### config.mk
export PLATFORM = sky130hd
export DESIGN_NAME = simon_playback
export DESIGN_NICKNAME = d
export VERILOG_FILES = /design/src/rtl/simon_playback.sv
export SDC_FILE = /design/constraint.sdc
export NUM_CORES = 1
export LEC_CHECK = 0
export ABC_AREA = 1
export BUFFER_PORTS_ARGS = -buffer_cell sky130_fd_sc_hd__buf_2
export CORE_MARGIN = 3
export CORE_UTILIZATION = 54
export CTS_CLUSTER_DIAMETER = 60
export DETAILED_ROUTE_END_ITERATION = 10
export MAX_ROUTING_LAYER = met4
export PLACE_DENSITY = 0.78
export SYNTH_ARGS = -nofsm -noshare
export SYNTH_HDL_FRONTEND = slang
export SYNTH_SLANG_ARGS = --single-unit
### constraint.sdc
create_clock -name clk -period 2 [get_ports clk]
set_input_delay 0.3 -clock clk [delete_from_list [all_inputs] [get_ports clk]]
set_output_delay 0.3 -clock clk [all_outputs]
set_load 0.005 [all_outputs]
### src/rtl/simon_playback.sv
// Simon playback sequencer: walks the stored pattern memory and shows one entry per clock.
// Define SIMON_PLAYBACK_GAP_EN to insert one blank cycle between consecutive entries.
module simon_playback #(
  parameter int unsigned DEPTH_LOG2 = 6,
  parameter int unsigned WIDTH      = 4
) (
  input  logic                  clk,
  input  logic                  rst,
  input  logic                  start,
  input  logic                  abort,
  input  logic [DEPTH_LOG2:0]   seq_len,
  input  logic [WIDTH-1:0]      rd_data,
  output logic [DEPTH_LOG2-1:0] rd_addr,
  output logic [WIDTH-1:0]      leds,
  output logic                  busy,
  output logic                  done
);

`ifdef SIMON_PLAYBACK_GAP_EN
  typedef enum logic [1:0] {StIdle, StShow, StGap, StDone} state_e;
`else
  typedef enum logic [1:0] {StIdle, StShow, StDone} state_e;
`endif

  localparam logic [DEPTH_LOG2:0] MaxLen = {1'b1, {DEPTH_LOG2{1'b0}}};
  localparam logic [DEPTH_LOG2:0] IdxOne = {{DEPTH_LOG2{1'b0}}, 1'b1};

  state_e                state_q;
  logic [DEPTH_LOG2:0]   idx_q;
  logic [DEPTH_LOG2:0]   len_q;
  logic [DEPTH_LOG2:0]   len_clamped;

  assign len_clamped = (seq_len > MaxLen) ? MaxLen : seq_len;

  // idx reaches 2^DEPTH_LOG2 only after the last entry of a full run; hold the
  // address at the top entry there instead of letting it wrap back to 0.
  assign rd_addr = idx_q[DEPTH_LOG2] ? {DEPTH_LOG2{1'b1}} : idx_q[DEPTH_LOG2-1:0];

  always_ff @(posedge clk) begin
    if (rst || abort) begin
      state_q <= StIdle;
      idx_q   <= '0;
      len_q   <= '0;
      leds    <= '0;
      busy    <= 1'b0;
      done    <= 1'b0;
    end else begin
      unique case (state_q)
        StIdle: begin
          done <= 1'b0;
          if (start) begin
            if (seq_len != '0) begin
              leds    <= rd_data;
              idx_q   <= IdxOne;
              len_q   <= len_clamped;
              busy    <= 1'b1;
              state_q <= StShow;
            end else begin
              done    <= 1'b1;
              state_q <= StDone;
            end
          end
        end
        StShow: begin
          if (idx_q < len_q) begin
`ifdef SIMON_PLAYBACK_GAP_EN
            leds    <= '0;
            state_q <= StGap;
`else
            leds    <= rd_data;
            idx_q   <= idx_q + IdxOne;
`endif
          end else begin
            leds    <= '0;
            busy    <= 1'b0;
            done    <= 1'b1;
            state_q <= StDone;
          end
        end
`ifdef SIMON_PLAYBACK_GAP_EN
        StGap: begin
          leds    <= rd_data;
          idx_q   <= idx_q + IdxOne;
          state_q <= StShow;
        end
`endif
        StDone: begin
          done    <= 1'b0;
          idx_q   <= '0;
          state_q <= StIdle;
        end
        default: state_q <= StIdle;
      endcase
    end
  end

endmodule
==> results by group <==
Outcome
  – Outcome: finished, final reports clean

Synth
  – Mapped Avg Cell Area: 6.92 µm²
  – Distinct cells, synth: 24
  – Synth Register Bits: 22
  – Cell taking the most area after synthesis: dfxtp_1
  – Syn nets: between 200 and 250
  – Synth Instances: approximately 200
  – Synthesized area: between 1000 and 1500 µm²
  – Post-synthesis sequential area ratio: 0.315
  – YS warnings: 0
  – Synth top area share: 0.315
  – Top post-synthesis cells by area: dfxtp_1 (32%), nand2_1 (15%), ha_1 (9.8%)

Global route
  – Overflow left after global routing: 0
  – Met3 global-route usage: 0.0345
  – Largest net degree at the start of global routing: 17
  – GRT Util Overall: 0.211
  – GR Util met2: 0.358
  – Vias in the first global route: around 1.3k
  – Number of antenna violations at the first check in global routing: 0
  – GRT busiest layer: met2
  – First-pass GRT wire length: 5340 µm
  – Met1 GRT Util: 0.251

Routing
  – Drt pass-1 iters: 5
  – DR iter-0 viols: around 70
  – Via density: between 5 and 6
  – Mean routed wirelength per cell: 11.9 µm
  – Drt total wl: 3040 µm
  – Drt drc: 0
  – Vias: between 1k and 1.5k
  – Antenna Nets Post-Route: 0

Clock tree
  – H-tree levels: 1
  – Clk sink count: 22
  – Root Buffer: clkbuf_4
  – Post-CTS sizing: 0
  – Num CTS Buffers: 3
  – Max clock buf depth: 2
  – Setup Buffers After CTS: 0
  – CTS Hold Bufs: 0
  – Insertion delay to the later sink of the worst-skew pair: about 320 ps
  – Worst-path clk slew: ~130 ps
  – CTS tree: yes

Cells and area
  – Area grow syn2layout: 12.3%
  – Fin cells: ~260
  – Final #Nets: around 260
  – Layout cells sized above 1: 0.219
  – Inserted Diodes: 0
  – Final instance area: 1570 µm²
  – Fin util: 0.671
  – Fillers: around 210

STA
  – Final Max Slew Viols: 0
  – Worst Skew: about 2.1 ps
  – Ratio of final minimum period to clock period: 0.914
  – Slew HR: 0.623
  – Final setup viols: 0
  – Hold Vio Cnt, Final: 0
  – Unrepaired setup endpoints after global routing: false
  – Worst slew pin tran: 565 ps
  – Final worst slack: roughly 170 ps
  – Minimum clock period: roughly 1800 ps
  – Setup TNS Final: 0 ps
  – Achievable Freq: 547 MHz
  – Hold WS: 213 ps

Worst setup path
  – Slowest stage delay, CP: about 400 ps
  – Reg-to-reg setup timing slack: around 170 ps
  – Crit Path Max Fanout: 12
  – WS Path Type: flop to flop
  – Worst setup EP type: flop
  – Buffers and inverters on the worst path: 1
  – FF-to-FF Start: state_q[0]
  – Req. time, crit path: roughly 2200 ps
  – CP max stage cell: dfxtp_1
  – Reg2Reg Depth: 8
  – CP Cell Sequence: inv_1 > ha_1 > nand2_1 > nand2_1 > a21oi_2 > nand2_1 > nand2_1 > a21oi_1
  – Crit path arrival time: roughly 2000 ps
  – Reg2reg end: idx_q[3]
  – Family with the most delay on the worst path: simple AND/OR/NAND/NOR gates
  – CP most frequent cell: nand2_1
  – Critical path launch point type: flop

Place
  – IO Port Bufs: 26
  – Pre-CTS setup slack: 204 ps
  – Inst Count DP: roughly 250
  – Post-DP HPWL: 2420 µm
  – Area after DPL: around 1500 µm²
  – GP Congestion: ~0.9

Floorplanning
  – DIE AREA: between 3000 and 4000 µm²
  – Site Rows: 17
  – Die H: 56.9 µm
  – Core region area: around 2300 µm²
  – IO Pins: 27
  – Die Width: 56.9 µm
  – Initial core utilization: 0.597

Min path
  – Hold depth: 3
  – Hold path start: rd_data[3]
  – Worst min path class: input pin to flop
  – Hold Path End: leds[3]

Job
  – Maxcap violations: 0

Pwr
  – Pwr Density: between 500 and 600 nW/µm²
  – Tot Pwr: approximately 0.92 mW
  – Leakage: 0.771 nW
  – Max IR drop VDD: 0.000360 V
==> layout by cell type (no fill, tap or decap) <==
master,n
nand2_1,55
buf_2,26
inv_1,23
a21oi_1,22
dfxtp_1,22
nand3_1,20
nor2_1,16
ha_1,11
nand2_2,4
a21oi_2,4
o21bai_1,4
clkbuf_4,3
or2_2,2
inv_2,2
nor2_2,2
nand4_1,2
o21ai_0,2
o21bai_4,1
inv_4,1
o21ai_4,1
nand2_4,1
a211oi_2,1
xnor2_1,1
clkbuf_8,1
buf_4,1
==> power breakdown <==
group,switching (mW),internal [mW]
Sequential,0.0129,0.454
Combinational,0.121,0.0753
Clock,0.147,0.111
Total,0.280,0.640
==> routing by layer <==
metal | part of all wire | wire length [µm]
met2 | 0.49 | 1480
met3 | 0.050 | 151
met1 | 0.45 | 1350
met4 | 0.018 | 55
met5 | 0 | 0
==> how the worst max path moves through the flow <==
stage                    start        to  cells after the start
floorplan             idx_q[6]  idx_q[3]                      9
global placement    state_q[0]  idx_q[2]                      8
detailed placement  state_q[0]  idx_q[3]                      8
CTS                 state_q[0]  idx_q[3]                      8
global route        state_q[0]  idx_q[2]                      8
finish              state_q[0]  idx_q[3]                      8
==> cell families after synthesis <==
logic type	count (synthesis)	share of synthesized area
buf+inv	31	0.0985
fa+ha+maj	11	0.0985
simple gates	102	0.315
flops	22	0.315
xor+xnor	1	0.00627
compound gates	35	0.167
==> cells in the mapped netlist <==
master and number:
nand2_2 4, o21ai_4 1, nand2_1 55, a21oi_2 4, clkbuf_2 1, nor2_1 16
inv_4 1, nand2_4 1, dfxtp_1 22, nand4_1 2, xnor2_1 1, buf_6 2
o21bai_1 4, o21ai_0 2, nand3_1 20, ha_1 11, inv_2 2, a211oi_2 1
buf_2 2, or2_2 2, a21oi_1 22, inv_1 23, nor2_2 2, o21bai_4 1
==> worst reg2reg max path: cells and delay by family, from the launching register on <==
kind | cells | cell delay [ps]
compound gates | 2 | 440
simple gates | 4 | 500
flops | 1 | 400
fa+ha+maj | 1 | 280
buf+inv | 1 | 80
==> flip-flops by register name, summed over array words and instances, names as in the netlist <==
name / count
leds: 4
len_q: 7
state_q: 2
done: 1
idx_q: 7
busy: 1
==> final cells by class <==
cell class / count / area (µm²) / area share
multi-input cells: 149 / 820 / 0.522
repair buffers: 27 / 138 / 0.0877
well taps: 28 / 35.0 / 0.0223
flip-flops and latches: 22 / 440 / 0.281
clock buffers: 4 / 36.3 / 0.0231
inverters: 26 / 100 / 0.0638
(Power assumes the default switching activity.)
